### src/rtl/mem_bridge_if.sv
// Core <-> external-memory bridge bundle.
// slave  : the bridge itself (takes core requests, drives memory strobes)
// master : the environment (core request side plus the memory data return)
interface mem_bridge_if;
    // Core-facing request / response
    logic [15:0] cpu_addr;
    logic [15:0] cpu_wdata;
    logic        cpu_read;
    logic        cpu_write;
    logic        cpu_instr;
    logic        cpu_read_done;
    logic [15:0] cpu_rdata;
    logic [31:0] cpu_idata;
    logic        cpu_busy;
    logic        cpu_ready;
    // External 16-bit memory pins
    logic [16:0] mem_addr;
    logic        mem_half;
    logic [15:0] mem_wdata;
    logic [15:0] mem_rdata;
    logic        mem_we;
    logic        mem_oe;

    modport slave (
        input  cpu_addr, cpu_wdata, cpu_read, cpu_write, cpu_instr, cpu_read_done,
        input  mem_rdata,
        output cpu_rdata, cpu_idata, cpu_busy, cpu_ready,
        output mem_addr, mem_half, mem_wdata, mem_we, mem_oe
    );

    modport master (
        output cpu_addr, cpu_wdata, cpu_read, cpu_write, cpu_instr, cpu_read_done,
        output mem_rdata,
        input  cpu_rdata, cpu_idata, cpu_busy, cpu_ready,
        input  mem_addr, mem_half, mem_wdata, mem_we, mem_oe
    );
endinterface

### src/rtl/mem_bridge.sv
// mem_bridge: turns level-held core requests into timed 16-bit memory cycles
// with WAIT_CYCLES extra wait states, and assembles 32-bit instruction words
// from two half reads.
// Optional build macro MEM_BRIDGE_IBUF_EN adds a one-entry instruction buffer
// that lets a repeated fetch of the same address skip the memory entirely.
module mem_bridge #(
    parameter int unsigned WAIT_CYCLES = 2
) (
    input  logic         clk,
    input  logic         rst,
    mem_bridge_if.slave  bus
);

    localparam logic [3:0] WAIT_LAST = 4'(WAIT_CYCLES);

    typedef enum logic [2:0] {
        IDLE,
        RD_LO,
        RD_HI,
        WR,
        HOLD,
        WDONE
    } state_t;

    state_t     state;
    logic [3:0] wait_cnt;
    logic       last_cnt;

    assign last_cnt = (wait_cnt == WAIT_LAST);

`ifdef MEM_BRIDGE_IBUF_EN
    logic        ibuf_valid;
    logic [15:0] ibuf_addr;
    logic [31:0] ibuf_word;
    logic        ibuf_hit;

    // Buffer hit: instruction fetch to the address held in a valid entry.
    assign ibuf_hit = bus.cpu_instr && ibuf_valid && (ibuf_addr == bus.cpu_addr);
`endif

    // Access sequencer; every core and memory output is a flop set here.
    // NOTE: strobes sit in the async-reset branch so mem_we/mem_oe drop the
    // moment rst falls, without waiting for a clock edge.
    always_ff @(posedge clk or negedge rst) begin
        if (!rst) begin
            state         <= IDLE;
            wait_cnt      <= '0;
            bus.cpu_rdata <= '0;
            bus.cpu_idata <= '0;
            bus.cpu_busy  <= 1'b0;
            bus.cpu_ready <= 1'b0;
            bus.mem_addr  <= '0;
            bus.mem_half  <= 1'b0;
            bus.mem_wdata <= '0;
            bus.mem_we    <= 1'b0;
            bus.mem_oe    <= 1'b0;
`ifdef MEM_BRIDGE_IBUF_EN
            ibuf_valid    <= 1'b0;
            ibuf_addr     <= '0;
            ibuf_word     <= '0;
`endif
        end else begin
            // NOTE: non-blocking assignments throughout; every branch reads
            // the pre-edge value of state and the other registers.
            case (state)
                IDLE: begin
                    wait_cnt <= '0;
                    if (bus.cpu_write) begin
                        // Write wins over a simultaneous read; the read level
                        // is still held and gets taken after WDONE.
                        state         <= WR;
                        bus.mem_addr  <= {bus.cpu_instr, bus.cpu_addr};
                        bus.mem_half  <= 1'b0;
                        bus.mem_wdata <= bus.cpu_wdata;
                        bus.mem_we    <= 1'b1;
                        bus.cpu_busy  <= 1'b1;
`ifdef MEM_BRIDGE_IBUF_EN
                        ibuf_valid    <= 1'b0;
`endif
                    end else if (bus.cpu_read) begin
`ifdef MEM_BRIDGE_IBUF_EN
                        if (ibuf_hit) begin
                            state         <= HOLD;
                            bus.cpu_idata <= ibuf_word;
                            bus.cpu_rdata <= ibuf_word[15:0];
                            bus.cpu_ready <= 1'b1;
                        end else
`endif
                        begin
                            state        <= RD_LO;
                            bus.mem_addr <= {bus.cpu_instr, bus.cpu_addr};
                            bus.mem_half <= 1'b0;
                            bus.mem_oe   <= 1'b1;
                            bus.cpu_busy <= 1'b1;
                        end
                    end
                end

                WR: begin
                    if (last_cnt) begin
                        state         <= WDONE;
                        bus.mem_we    <= 1'b0;
                        bus.cpu_busy  <= 1'b0;
                        bus.cpu_ready <= 1'b1;
                    end else begin
                        wait_cnt <= wait_cnt + 4'd1;
                    end
                end

                WDONE: begin
                    state         <= IDLE;
                    bus.cpu_ready <= 1'b0;
                end

                RD_LO: begin
                    if (last_cnt) begin
                        bus.cpu_rdata       <= bus.mem_rdata;
                        bus.cpu_idata[15:0] <= bus.mem_rdata;
                        wait_cnt            <= '0;
                        // mem_addr[16] is the latched instruction-space flag.
                        if (bus.mem_addr[16]) begin
                            state        <= RD_HI;
                            bus.mem_half <= 1'b1;
                        end else begin
                            state         <= HOLD;
                            bus.mem_oe    <= 1'b0;
                            bus.cpu_busy  <= 1'b0;
                            bus.cpu_ready <= 1'b1;
                        end
                    end else begin
                        wait_cnt <= wait_cnt + 4'd1;
                    end
                end

                RD_HI: begin
                    if (last_cnt) begin
                        state                <= HOLD;
                        bus.cpu_idata[31:16] <= bus.mem_rdata;
                        bus.mem_oe           <= 1'b0;
                        bus.cpu_busy         <= 1'b0;
                        bus.cpu_ready        <= 1'b1;
`ifdef MEM_BRIDGE_IBUF_EN
                        ibuf_valid           <= 1'b1;
                        ibuf_addr            <= bus.mem_addr[15:0];
                        ibuf_word            <= {bus.mem_rdata, bus.cpu_idata[15:0]};
`endif
                    end else begin
                        wait_cnt <= wait_cnt + 4'd1;
                    end
                end

                HOLD: begin
                    // Data stays put until the core acknowledges; new
                    // request levels are ignored here.
                    if (bus.cpu_read_done) begin
                        state         <= IDLE;
                        bus.cpu_ready <= 1'b0;
                    end
                end

                default: begin
                    state         <= IDLE;
                    wait_cnt      <= '0;
                    bus.mem_we    <= 1'b0;
                    bus.mem_oe    <= 1'b0;
                    bus.cpu_busy  <= 1'b0;
                    bus.cpu_ready <= 1'b0;
                end
            endcase
        end
    end

endmodule

### src/flat_wrapper.sv
// flat-port wrapper written by rule: the top's interface ports become plain ports
module mem_bridge_flat 
#(
    parameter int unsigned WAIT_CYCLES = 2
)
  (clk, rst, bus_cpu_addr, bus_cpu_wdata, bus_cpu_read, bus_cpu_write, bus_cpu_instr, bus_cpu_read_done, bus_mem_rdata, bus_cpu_rdata, bus_cpu_idata, bus_cpu_busy, bus_cpu_ready, bus_mem_addr, bus_mem_half, bus_mem_wdata, bus_mem_we, bus_mem_oe);
  mem_bridge_if bus_i ();
  input  logic clk;
  input  logic rst;
  input wire logic [$bits(bus_i.cpu_addr)-1:0] bus_cpu_addr;
  input wire logic [$bits(bus_i.cpu_wdata)-1:0] bus_cpu_wdata;
  input wire logic [$bits(bus_i.cpu_read)-1:0] bus_cpu_read;
  input wire logic [$bits(bus_i.cpu_write)-1:0] bus_cpu_write;
  input wire logic [$bits(bus_i.cpu_instr)-1:0] bus_cpu_instr;
  input wire logic [$bits(bus_i.cpu_read_done)-1:0] bus_cpu_read_done;
  input wire logic [$bits(bus_i.mem_rdata)-1:0] bus_mem_rdata;
  output wire logic [$bits(bus_i.cpu_rdata)-1:0] bus_cpu_rdata;
  output wire logic [$bits(bus_i.cpu_idata)-1:0] bus_cpu_idata;
  output wire logic [$bits(bus_i.cpu_busy)-1:0] bus_cpu_busy;
  output wire logic [$bits(bus_i.cpu_ready)-1:0] bus_cpu_ready;
  output wire logic [$bits(bus_i.mem_addr)-1:0] bus_mem_addr;
  output wire logic [$bits(bus_i.mem_half)-1:0] bus_mem_half;
  output wire logic [$bits(bus_i.mem_wdata)-1:0] bus_mem_wdata;
  output wire logic [$bits(bus_i.mem_we)-1:0] bus_mem_we;
  output wire logic [$bits(bus_i.mem_oe)-1:0] bus_mem_oe;
  assign bus_i.cpu_addr = bus_cpu_addr;
  assign bus_i.cpu_wdata = bus_cpu_wdata;
  assign bus_i.cpu_read = bus_cpu_read;
  assign bus_i.cpu_write = bus_cpu_write;
  assign bus_i.cpu_instr = bus_cpu_instr;
  assign bus_i.cpu_read_done = bus_cpu_read_done;
  assign bus_i.mem_rdata = bus_mem_rdata;
  assign bus_cpu_rdata = bus_i.cpu_rdata;
  assign bus_cpu_idata = bus_i.cpu_idata;
  assign bus_cpu_busy = bus_i.cpu_busy;
  assign bus_cpu_ready = bus_i.cpu_ready;
  assign bus_mem_addr = bus_i.mem_addr;
  assign bus_mem_half = bus_i.mem_half;
  assign bus_mem_wdata = bus_i.mem_wdata;
  assign bus_mem_we = bus_i.mem_we;
  assign bus_mem_oe = bus_i.mem_oe;
  mem_bridge #(.WAIT_CYCLES(WAIT_CYCLES)) u_core (.clk(clk), .rst(rst), .bus(bus_i));
endmodule
### config.mk
export PLATFORM = sky130hd
export DESIGN_NAME = mem_bridge_flat
export DESIGN_NICKNAME = d
export VERILOG_FILES = /design/src/rtl/mem_bridge_if.sv /design/src/rtl/mem_bridge.sv /design/src/flat_wrapper.sv
export SDC_FILE = /design/constraint.sdc
export NUM_CORES = 1
export LEC_CHECK = 0
export BUFFER_PORTS_ARGS = -buffer_cell sky130_fd_sc_hd__buf_2
export CAP_MARGIN = 20
export CELL_PAD_IN_SITES_DETAIL_PLACEMENT = 0
export CELL_PAD_IN_SITES_GLOBAL_PLACEMENT = 1
export CORE_MARGIN = 5
export CORE_UTILIZATION = 42
export CTS_BUF_LIST = sky130_fd_sc_hd__clkbuf_4 sky130_fd_sc_hd__clkbuf_8
export DETAILED_ROUTE_END_ITERATION = 8
export PLACE_DENSITY_LB_ADDON = 0.05
export SLEW_MARGIN = 0
export SYNTH_ARGS = -nofsm -noshare
export SYNTH_HDL_FRONTEND = slang
export SYNTH_SLANG_ARGS = --single-unit
export TNS_END_PERCENT = 1
### constraint.sdc
create_clock -name clk -period 4.1 [get_ports clk]
set_input_delay 0.82 -clock clk [delete_from_list [all_inputs] [get_ports clk]]
set_output_delay 0.82 -clock clk [all_outputs]
set_load 0.05 [all_outputs]
After elaboration in Yosys (flattened, before gate mapping)
Index checks and enable logic that the tools add are counted.
W data, S select, Z words.
- register bits after elaboration: 77
- bits in latches: 0
- RAM bits: 0
- memory bits (read-only): 0
- bits of input ports: 54
- output and inout bits: 86
- logic and storage cells: 85
- memories kept: 0
- $add $sub $neg: 1
- multiply operators: 0
- div/mod/pow operators: 0
- magnitude comparators: 0
- equality and inequality tests: 18
- shift operators: 0
- mux-type cells: 33
- bitwise gates (word level): 4
- reduce and logical (&&, ||, !) cells: 18
- operators by type and width (kind ; number):
    $mux W17 ; 2
    $mux W3 ; 7
    $mux W1 ; 15
    $pmux W3 S5 ; 1
    $reduce_and A5 Y1 ; 3
    $ne A2 B2 Y1 const B ; 6
    $pmux W1 S4 ; 3
    $pmux W4 S3 ; 1
    $ne A2 B1 Y1 const B ; 5
    $reduce_and A2 Y1 ; 5
    $mux W4 ; 2
    $eq A3 B2 Y1 const B ; 2
    $eq A3 B3 Y1 const B ; 2
    $reduce_and A6 Y1 ; 1
    $add A4 B1 Y4 const B ; 1
    $eq A4 B2 Y1 const B ; 1
    $not A1 Y1 ; 4
    $reduce_and A4 Y1 ; 1
    $reduce_bool A2 Y1 ; 2
    $reduce_or A2 Y1 ; 2
    $reduce_or A4 Y1 ; 1
    $eq A3 B1 Y1 const B ; 1
    $logic_not A3 Y1 ; 1
    $ne A3 B3 Y1 const B ; 1
    4 further kinds ; 4

Depth between registers and ports, before layout
Gate-level depths: netlist of run 1.
- word-level depth: 4
- mapped depth: 6
- mapped depth without buffers: 5

Worst setup path after synthesis of run 1
OpenSTA, ideal clock, no wires.
- kind: input-to-reg
- from: in bus_cpu_write
- to: reg u_core.bus.mem_addr[10]
- library setup time: 125 ps
- arrival time: 1698 ps
- data required time: 3975 ps
- path slack: 2277 ps
- stages: 4
- buffers on the path: 1
- path through: nor2_1 > nor3_4 > buf_6 > mux2_2
- word-level cells in the longest chain between the ends: 2
- elaborated cells between the ends (all ways): 3
- those cells by class: mux: 1; reduce/logical: 2
- ends and longest elaborated chain (element ; RTL line ; source):
    start, declared ; flat_wrapper.sv:13 ; input wire logic [$bits(bus_i.cpu_write)-1:0] bus_cpu_write;
    $reduce_bool A2 Y1 (no line) ; -- ;
    $reduce_and A2 Y1 (no line) ; -- ;
    end signal, assigned ; mem_bridge.sv:72 ; bus.mem_addr <= {bus.cpu_instr, bus.cpu_addr};
    end signal, assigned ; mem_bridge.sv:91 ; bus.mem_addr <= {bus.cpu_instr, bus.cpu_addr};
    end, declared ; mem_bridge_if.sv:28 ; output mem_addr, mem_half, mem_wdata, mem_we, mem_oe
Parallel ways exist; a longest one is shown, timed or not.
A chain may end at the register's enable or synchronous reset.

Worst setup path after layout of run 1
- from: reg u_core.state[1]
- to: reg u_core.bus.mem_addr[9]
- word-level cells in the longest chain between the ends: 2
- ends and longest elaborated chain (element ; RTL line ; source):
    start, declared ; mem_bridge.sv:25 ; state_t state;
    start signal, assigned ; mem_bridge.sv:46 ; state <= IDLE;
    start signal, assigned ; mem_bridge.sv:71 ; state <= WR;
    start signal, assigned ; mem_bridge.sv:90 ; state <= RD_LO;
    $logic_not A3 Y1 ; mem_bridge.sv:65 ; case (state)
    $reduce_and A2 Y1 (no line) ; -- ;
Every way passes these cells.

==> flow_summary.ini, run 1 <==
[floorplanning]
die_h_um = 99.72
fp.coreArea_um2 = 7767
placementRows = 32
dieArea_um2 = 9944
die_w_um = 99.72
start_util_pct = 43.52
io_pins = 140

[sta]
hold_violations = 0
period_needed_ns = 2.216
fmax_mhz = 451.2
final-max-slew-violation-count = 0
tightest_slew_ns = 0.8533
fin_worst_skew_ns = 0.01325
rsz0062_at_grt = false
setup-violations-final = 0
fin_crit_sh_pct = 54.05
setup_tns_ns = 0
max_slew_margin_pct = 42.93

[synth]
syn-cell-area_um2 = 3381
synth_area_per_cell_um2 = 14.15
yosys.area.top_type_share_pct = 56.99
synth_top_area_cell = dfrtp_1
syn_inst = 239
synth_nets = 295
yosysWarnings = 0
synth_top_flop_cell = dfrtp_1
ys_top_cells_by_area = dfrtp_1 (57%), mux2_2 (18%), mux2_4 (4.4%), buf_4 (3.6%), buf_6 (1.3%)
yosysUniqueCellTypes = 41
yosysSeqAreaShare_pct = 56.99
ys_ff_latch = 77
synth_edf_count = 0
ys_async_sr_fraction_pct = 100.0

[drt]
drtIter0Drc = 79
wl_per_cell_um = 16.06
drt-total-wl_mm = 7.547
avgViaCountPerCell = 4.951
vias = 2327
drc = 0
first_pass_iters = 4
ant_nets = 0

[grt]
busiest_layer = met2
grt_max_degree = 78
gr-usage-met1_pct = 19.77
grt_use_met2_pct = 23.29
antenna_found_initial = 0
grt_pass1_wl_mm = 12.12
grt.overflow.total = 0
grtUsageTotal_pct = 15.55
grt_pass1_vias = 2408
use_met3_pct = 6.452

[cells_and_area]
area_growth_pct = 25.31
fin_nets = 419
drive_gt1_share_pct = 61.41
fillers = 703
fin_util_pct = 54.54
antennaDiodeCount = 0
fin_area_um2 = 4237

[clocking]
htreeDepth = 3
postCtsSetupRepairBufs = 0
cts_buffers = 9
cts_sinks = 77
clk_path_buf_depth = 2
cts_hold_buf = 0
clock-root-buffer = clkbuf_8
cts_tree = yes
cts_resized = 0
clk-insertion-delay-late_ns = 0.35
clk_pin_slew_ns = 0.09

[critical_path]
path_class = flip-flop to flip-flop
r2r_cells = 3
cp_data_arrival_time_ns = 2.44
r2r-start = u_core.state[1]
slowest_stage = nor3_4
cp_max_fo = 19
cp-start-kind = flip-flop
reg2reg_slack_ns = 1.88
critPathRequiredTime_ns = 4.32
slowest_delay_ns = 0.70
r2r-end = u_core.bus.mem_addr[9]
end_kind = flip-flop
cp_cell_sequence = or2_4, nor3_4, mux2_2

[placement]
hpwlAfterDp_mm = 5.420
place_area_um2 = 4001
port_buffers = 139
gp_congestion = 0.7063

[flow_run]
cap_violations = 0

[run_status]
outcome = finished, final reports clean

[min_path]
hp-class = input pin to asynchronous set/reset pin
==> sequential cells by signal, indices dropped and copies added, names as in the netlist <==
| register | flops |
|---|---|
| u_core.bus.cpu_rdata | 16 |
| u_core.bus.mem_we | 1 |
| u_core.bus.mem_addr | 17 |
| u_core.state | 3 |
| u_core.wait_cnt | 4 |
| u_core.bus.mem_half | 1 |
| u_core.bus.cpu_ready | 1 |
| u_core.bus.cpu_idata | 16 |
| u_core.bus.cpu_busy | 1 |
| u_core.bus.mem_oe | 1 |
| u_core.bus.mem_wdata | 16 |
==> placed cells by master, fill, tap and decap left out, types with 3 or more instances in the layout <==
master,Yosys,final
dfrtp_1,77,77
nand4_1,4,4
buf_2,3,138
mux2_2,55,55
nand2_1,6,6
o21ai_0,4,4
nand3_1,4,4
clkbuf_8,1,10
inv_1,4,4
clkinv_4,0,3
nor2b_1,5,5
mux2_4,10,10
nand2b_1,3,3
nor2_1,6,6
a21oi_1,5,5
==> cells in the mapped netlist (2+ instances only) <==
| cell type | number |
|---|---|
| clkbuf_1 | 3 |
| a21oi_1 | 5 |
| buf_2 | 3 |
| buf_6 | 4 |
| nor2b_1 | 5 |
| nor2_1 | 6 |
| mux2_4 | 10 |
| and3_1 | 2 |
| dfrtp_1 | 77 |
| nand3_1 | 4 |
| nand2b_1 | 3 |
| nand2_1 | 6 |
| a211o_1 | 2 |
| mux2_2 | 55 |
| or3_1 | 2 |
| nor3_1 | 2 |
| ha_1 | 2 |
| buf_4 | 16 |
| nand4_1 | 4 |
| inv_1 | 4 |
| o21ai_0 | 4 |
==> stage by stage <==
step	std cells	hold WS (ns)	setup slack (ns)
6_report	470	0.3953	1.884
5_1_grt	470	0.4041	1.780
4_1_cts	469	0.5070	1.856
3_5_place_dp	453	0.4864	1.837
3_3_place_gp	453	0.4817	1.874
2_1_floorplan	239	0.5244	2.277
==> worst max path at each step <==
stage / start / endpoint / slack, ns / cells past startpoint
3_3_place_gp: bus_cpu_write / u_core.bus.mem_addr[15] / 1.87 / 4
4_1_cts: u_core.state[1] / u_core.bus.mem_addr[14] / 1.86 / 3
6_report: u_core.state[1] / u_core.bus.mem_addr[9] / 1.88 / 3
5_1_grt: u_core.state[1] / u_core.bus.mem_addr[14] / 1.78 / 3
2_1_floorplan: bus_cpu_write / u_core.bus.mem_addr[10] / 2.28 / 4
3_5_place_dp: bus_cpu_write / u_core.bus.mem_addr[14] / 1.84 / 4
==> kinds of logic after synthesis <==
kind of cell,Yosys count,share of synthesized area [%]
flip-flops,77,56.99
buffers and inverters,31,6.513
multiplexers,65,22.76
AND/OR/NAND/NOR,43,8.475
adder cells (fa/ha/maj),2,0.7401
AO/OA/AOI/OAI,21,4.516
==> worst max-delay path, delay by kind of cell, from the launching register on <==
family / cells / cell delay, ns
DFF: 1 / 0.61
muxes: 1 / 0.41
and+or+nand+nor: 2 / 1.07
==> layer usage <==
| layer | vias up | wire, um | share of wire [%] |
|---|---|---|---|
| li1 | 1103 | - | - |
| met5 | - | 0 | 0 |
| met1 | 1123 | 3250 | 43 |
| met3 | 7 | 792 | 10 |
| met2 | 94 | 3406 | 45 |
| met4 | 0 | 98 | 1.3 |
==> area by class of cell <==
type,instances,area [um2],area share (%)
well taps,102,127.6,3.012
clock inverters,6,70.07,1.654
inverters,4,15.01,0.3544
repair buffers,140,725.7,17.13
flip-flops and latches,77,1927,45.48
clock buffers,10,137.6,3.249
multi-input cells,131,1234,29.12
Power of run 1 is not shown: default switching activity piles up to over one toggle a cycle in this logic, so the estimate is an artifact.
==> inputs of run 2 (changes only) <==
--- a/config.mk
+++ b/config.mk
@@ -10,7 +10,7 @@
 export CELL_PAD_IN_SITES_DETAIL_PLACEMENT = 0
 export CELL_PAD_IN_SITES_GLOBAL_PLACEMENT = 1
 export CORE_MARGIN = 5
-export CORE_UTILIZATION = 42
+export CORE_UTILIZATION = 35
 export CTS_BUF_LIST = sky130_fd_sc_hd__clkbuf_4 sky130_fd_sc_hd__clkbuf_8
 export DETAILED_ROUTE_END_ITERATION = 8
 export PLACE_DENSITY_LB_ADDON = 0.05
==> constraint.sdc (replaced) <==
create_clock -name clk -period 1.9 [get_ports clk]
set_input_delay 0.38 -clock clk [delete_from_list [all_inputs] [get_ports clk]]
set_output_delay 0.38 -clock clk [all_outputs]
set_load 0.05 [all_outputs]
==> run 2 against run 1 <==
Against the previous run: clock skew fell by 0.00063 ns; hold slack got worse by 0.14 ns; die area grew 18%; cell count rose by 8.7%; non-clock buffer count is 14 higher; first-iteration DRC count decreased by 33%; via count grew 2.8%; critical path type unchanged; largest cell class unchanged.
==> flow_summary.ini, run 2 (synthesized netlist as in run 1, its figures left out) <==
[sta]
tightest_slew_ns = 0.4110
period_needed_ns = 1.771
setup-violations-final = 0
max_slew_margin_pct = 71.89
hold_violations = 0
fin_worst_skew_ns = 0.01263
final-max-slew-violation-count = 0
rsz0062_at_grt = false
fmax_mhz = 564.7
fin_crit_sh_pct = 93.20
setup_tns_ns = 0

[grt]
antenna_found_initial = 0
grt_max_degree = 40
grt.overflow.total = 0
grtUsageTotal_pct = 13.73
grt_pass1_wl_mm = 12.52
grt_pass1_vias = 2461

[floorplanning]
fp.coreArea_um2 = 9328
dieArea_um2 = 11720
placementRows = 35
die_w_um = 108.3
io_pins = 140
start_util_pct = 36.24
die_h_um = 108.3

[drt]
wl_per_cell_um = 15.38
avgViaCountPerCell = 4.683
drtIter0Drc = 53
ant_nets = 0
first_pass_iters = 4
drt-total-wl_mm = 7.861
drc = 0
vias = 2393

[clocking]
cts_sinks = 77
clk_pin_slew_ns = 0.09
cts_tree = yes
clk-insertion-delay-late_ns = 0.35
cts_buffers = 9
htreeDepth = 3
clk_path_buf_depth = 2
clock-root-buffer = clkbuf_8

[critical_path]
cp_data_arrival_time_ns = 2.01
r2r_cells = 5
cp_max_fo = 6
r2r-end = u_core.bus.cpu_busy
critPathRequiredTime_ns = 2.14
path_class = flip-flop to flip-flop
cp-start-kind = flip-flop
end_kind = flip-flop
r2r-start = u_core.wait_cnt[0]
reg2reg_slack_ns = 0.13

[cells_and_area]
largest_register = u_core.bus.mem_addr
largest_reg_flops = 17
final_common_cell = buf_2
area_growth_pct = 30.09
drive_gt1_share_pct = 62.57
final_cell_mix = buf_2 (138), dfrtp_1 (77), mux2_2 (55), buf_4 (11), mux2_4 (10)
antennaDiodeCount = 0
fin_nets = 433

[run_status]
outcome = finished, final reports clean

[placement]
port_buffers = 139
gp_congestion = 0.7439
hpwlAfterDp_mm = 5.836

[min_path]
hold_depth = 2
holdPathEnd = u_core.bus.mem_wdata[11]
hp-start = bus_cpu_wdata[11]
hp-class = input pin to flip-flop

[flow_run]
cap_violations = 0
==> run 2: cell types whose count changed in the layout (fill, tap and decap cells not counted) <==
cell           delta
buf_12            +4
clkinv_2          +1
dlygate4sd3_1     +1
buf_4            +10
clkinv_4          -1
buf_16            -1
clkinvlp_4        +1
clkbuf_8          -1
==> run 2: how the worst max path moves through the flow <==
stage | start | end | depth (start not counted)
after floorplan | u_core.wait_cnt[0] | u_core.bus.cpu_idata[22] | 6
after global placement | u_core.wait_cnt[0] | u_core.bus.cpu_idata[23] | 5
after detailed placement | u_core.wait_cnt[0] | u_core.bus.cpu_idata[24] | 5
after CTS | u_core.wait_cnt[0] | u_core.bus.cpu_idata[29] | 5
after global routing | u_core.wait_cnt[0] | u_core.bus.cpu_rdata[5] | 6
final | u_core.wait_cnt[0] | u_core.bus.cpu_busy | 5
==> run 2: area by class of cell <==
class                           instances  area (um2)
Multi-Input combinational cell        131        1234
Clock inverter                          7       73.82
Sequential cell                        77        1927
Tap cell                              129       161.4
Inverter                                4       15.01
Timing Repair Buffer                  154       863.3
Fill cell                             916        4930
Clock buffer                            9       123.9
==> run 2: metrics by stage <==
stage / hold WS [ns] / setup slack, ns / util [%] / std cells / area [um2]
finish: 0.2590 / 0.1292 / 47.15 / 511 / 4398
CTS: 0.2399 / 0.07784 / 46.93 / 510 / 4378
global placement: 0.2343 / 0.1229 / 44.71 / 493 / 4170
floorplan: 0.08441 / 0.1220 / - / 239 / 3381
detailed placement: 0.2363 / 0.09054 / 44.71 / 493 / 4170
global route: 0.2340 / 0.02168 / 47.15 / 511 / 4398
==> run 2: worst max-delay path, stage by stage (launching register included) <==
cell and delay (ns):
dfrtp_1 0.38, inv_1 0.10, ha_1 0.20, or3b_1 0.48, and4_1 0.24, a211o_1 0.26
==> run 2: metal layers <==
layer  GRT usage (%)  wire length (um)
met2           20.07              3576
met3           5.194               720
met4           5.591               120
met5               0                 0
met1           18.30              3443
==> run 2: timing repair <==
action / CTS / global route
setup endpoints to repair: 0 / 14
setup buffers: 0 / 1
hold endpoints to repair: 10 / 0
hold buffers: 1 / 0
gates resized for setup: 0 / 0
Power of run 2 is left out for the same reason.
==> inputs of run 3 (changes only) <==
--- a/config.mk
+++ b/config.mk
@@ -5,12 +5,13 @@
 export SDC_FILE = /design/constraint.sdc
 export NUM_CORES = 1
 export LEC_CHECK = 0
+export ABC_AREA = 1
 export BUFFER_PORTS_ARGS = -buffer_cell sky130_fd_sc_hd__buf_2
 export CAP_MARGIN = 20
 export CELL_PAD_IN_SITES_DETAIL_PLACEMENT = 0
 export CELL_PAD_IN_SITES_GLOBAL_PLACEMENT = 1
 export CORE_MARGIN = 5
-export CORE_UTILIZATION = 35
+export CORE_UTILIZATION = 32
 export CTS_BUF_LIST = sky130_fd_sc_hd__clkbuf_4 sky130_fd_sc_hd__clkbuf_8
 export DETAILED_ROUTE_END_ITERATION = 8
 export PLACE_DENSITY_LB_ADDON = 0.05
==> run 3 against run 2 <==
Against the previous run: sequential cell count unchanged; clock skew down 0.0027 ns; critical endpoint is now u_core.bus.cpu_idata[30]; hold slack worse by 0.036 ns; clock-buffer cell count up 1; critical path type unchanged; register-to-register slack better by 0.26 ns.
==> flow_summary.ini, run 3 <==
[synth]
syn_inst = 384
yosysWarnings = 0
yosys-top-cells-count = nand2_1 (131), dfrtp_1 (77), inv_1 (46), o21ai_1 (37), buf_4 (20)
yosysSeqAreaShare_pct = 57.76
yosys.area.top_type_share_pct = 57.76
synth_nets = 440
synth_edf_count = 0
ys_ff_latch = 77
ys_async_sr_fraction_pct = 100.0
synth_area_per_cell_um2 = 8.687
yosysUniqueCellTypes = 24
yosysMostFrequentCell = nand2_1
syn-cell-area_um2 = 3336
synth_top_flop_cell = dfrtp_1
ys_top_cells_by_area = dfrtp_1 (58%), nand2_1 (15%), o21ai_1 (5.6%), inv_1 (5.2%), buf_4 (4.5%)
synth_top_area_cell = dfrtp_1

[drt]
first_pass_iters = 4
drt-total-wl_mm = 8.331
avgViaCountPerCell = 4.211
drtIter0Drc = 134
ant_nets = 0
wl_per_cell_um = 12.76
drc = 0
vias = 2750

[clocking]
cts_tree = yes
clk_path_buf_depth = 2
cts_sinks = 77
cts_resized = 0
clk_pin_slew_ns = 0.08
cts_buffers = 9
clock-root-buffer = clkbuf_8
htreeDepth = 3
clk-insertion-delay-late_ns = 0.34

[critical_path]
critPathCapture = u_core.bus.cpu_idata[30]
reg2reg_slack_ns = 0.39
cp_max_fo = 28
cp-startpoint = u_core.wait_cnt[0]
cp_num_cells = 8
path_class = flip-flop to flip-flop
r2r-start = u_core.wait_cnt[0]
slowest_stage = dfrtp_1
r2r-end = u_core.bus.cpu_idata[30]
end_kind = flip-flop
cp_data_arrival_time_ns = 1.73
timing.critical_path.buf_inv = 3
r2r_cells = 8
slowest_delay_ns = 0.41
cp_cell_sequence = inv_1, ha_1, nand3_2, inv_1, nand3_1, buf_12, nand2_1, o21ai_0
path_common_cell = inv_1
cpLargestDelayFamily = buffers and inverters
cp-start-kind = flip-flop
critPathRequiredTime_ns = 2.12

[sta]
setup-violations-final = 0
fin_crit_sh_pct = 79.65
fmax_mhz = 660.8
hold_violations = 0
final-max-slew-violation-count = 0
tightest_slew_ns = 0.7755
fin_worst_skew_ns = 0.009889
period_needed_ns = 1.513
rsz0062_at_grt = false
setup_tns_ns = 0
max_slew_margin_pct = 48.11

[floorplanning]
dieArea_um2 = 12570
die_w_um = 112.1
start_util_pct = 32.60
die_h_um = 112.1
placementRows = 37
fp.coreArea_um2 = 10230
io_pins = 140

[cells_and_area]
fin_nets = 569
instances_no_fill = 653
final_cell_mix = buf_2 (138), nand2_1 (131), dfrtp_1 (77), inv_1 (46), o21ai_1 (37)
largest_register = u_core.bus.mem_addr
area_growth_pct = 30.57
drive_gt1_share_pct = 33.08
largest_reg_flops = 17
antennaDiodeCount = 0
final_common_cell = buf_2

[placement]
port_buffers = 139
gp_congestion = 0.7440
hpwlAfterDp_mm = 6.219
dp.cells = 637

[grt]
grt_max_degree = 40
grt_use_met2_pct = 19.39
grt_pass1_wl_mm = 14.01
antenna_found_initial = 0
grt.overflow.total = 0
use_met3_pct = 6.739
busiest_layer = met2
grt_pass1_vias = 2749
gr-usage-met1_pct = 18.97
grtUsageTotal_pct = 13.76

[min_path]
hp-class = input pin to flip-flop
hold_depth = 3

[run_status]
outcome = finished, final reports clean

[flow_run]
cap_violations = 0
## run 3: cell types whose count changed after synthesis, sizes merged, moves of 4 or more
cell and change:
nor2b -5, inv +45, nand3 +14, nand2 +125
buf +5, a21oi -4, nand4 -4, mux2 -65
nor2 +6, o21ai +53
## run 3: logic make-up after synthesis
| kind of cell | after synthesis | synth area share (%) |
|---|---|---|
| compound gates | 60 | 9.490 |
| flops | 77 | 57.76 |
| fa+ha+maj | 2 | 0.7501 |
| xor+xnor | 2 | 0.5252 |
| buf+inv | 78 | 11.33 |
| simple gates | 165 | 20.14 |
## run 3: per-layer routing
| layer | share of wire [%] | up-vias | routed length (um) |
|---|---|---|---|
| li1 | - | 1429 | - |
| met3 | 9.7 | 7 | 809 |
| met5 | 0 | - | 0 |
| met4 | 1.0 | 0 | 87 |
| met2 | 42 | 94 | 3481 |
| met1 | 47 | 1220 | 3952 |
## run 3: worst register-to-register path, cell delays in order (launching register included)
cell     delay [ns]
dfrtp_1        0.41
inv_1          0.10
ha_1           0.17
nand3_2        0.08
inv_1          0.10
nand3_1        0.19
buf_12         0.23
nand2_1        0.06
o21ai_0        0.07
## run 3: final cells by class
type	count	area, um2
repair buffers	147	798.3
inverters	49	183.9
multi-input cells	229	1031
clock buffers	10	137.6
fillers	1103	5876
clock inverters	5	107.6
well taps	136	170.2
flip-flops and latches	77	1927
## run 3: timing repair
item,in CTS,in global routing
hold endpoints to repair,23,0
hold buffers,1,0
setup buffers,0,0
## run 3: worst min path at each step
stage	start	end	slack (ns)
2_1_floorplan	rst	u_core.bus.cpu_busy	0.08
3_3_place_gp	rst	u_core.bus.mem_addr[3]	0.32
3_5_place_dp	rst	u_core.bus.mem_addr[3]	0.33
4_1_cts	bus_cpu_wdata[10]	u_core.bus.mem_wdata[10]	0.20
5_1_grt	bus_cpu_wdata[9]	u_core.bus.mem_wdata[9]	0.19
6_report	bus_cpu_wdata[10]	u_core.bus.mem_wdata[10]	0.22
## run 3: per-stage QoR
| step | utilization (%) | worst slack, ns | hold WS, ns | cell area [um2] |
|---|---|---|---|---|
| final | 42.57 | 0.3866 | 0.2233 | 4355 |
| after global routing | 42.57 | 0.2145 | 0.1943 | 4355 |
| after CTS | 42.57 | 0.3452 | 0.2021 | 4355 |
| after detailed placement | 40.08 | 0.3597 | 0.3256 | 4100 |
| after global placement | 40.08 | 0.3918 | 0.3188 | 4100 |
| after floorplan | - | 0.4935 | 0.08441 | 3336 |
Power of run 3 is left out for the same reason.
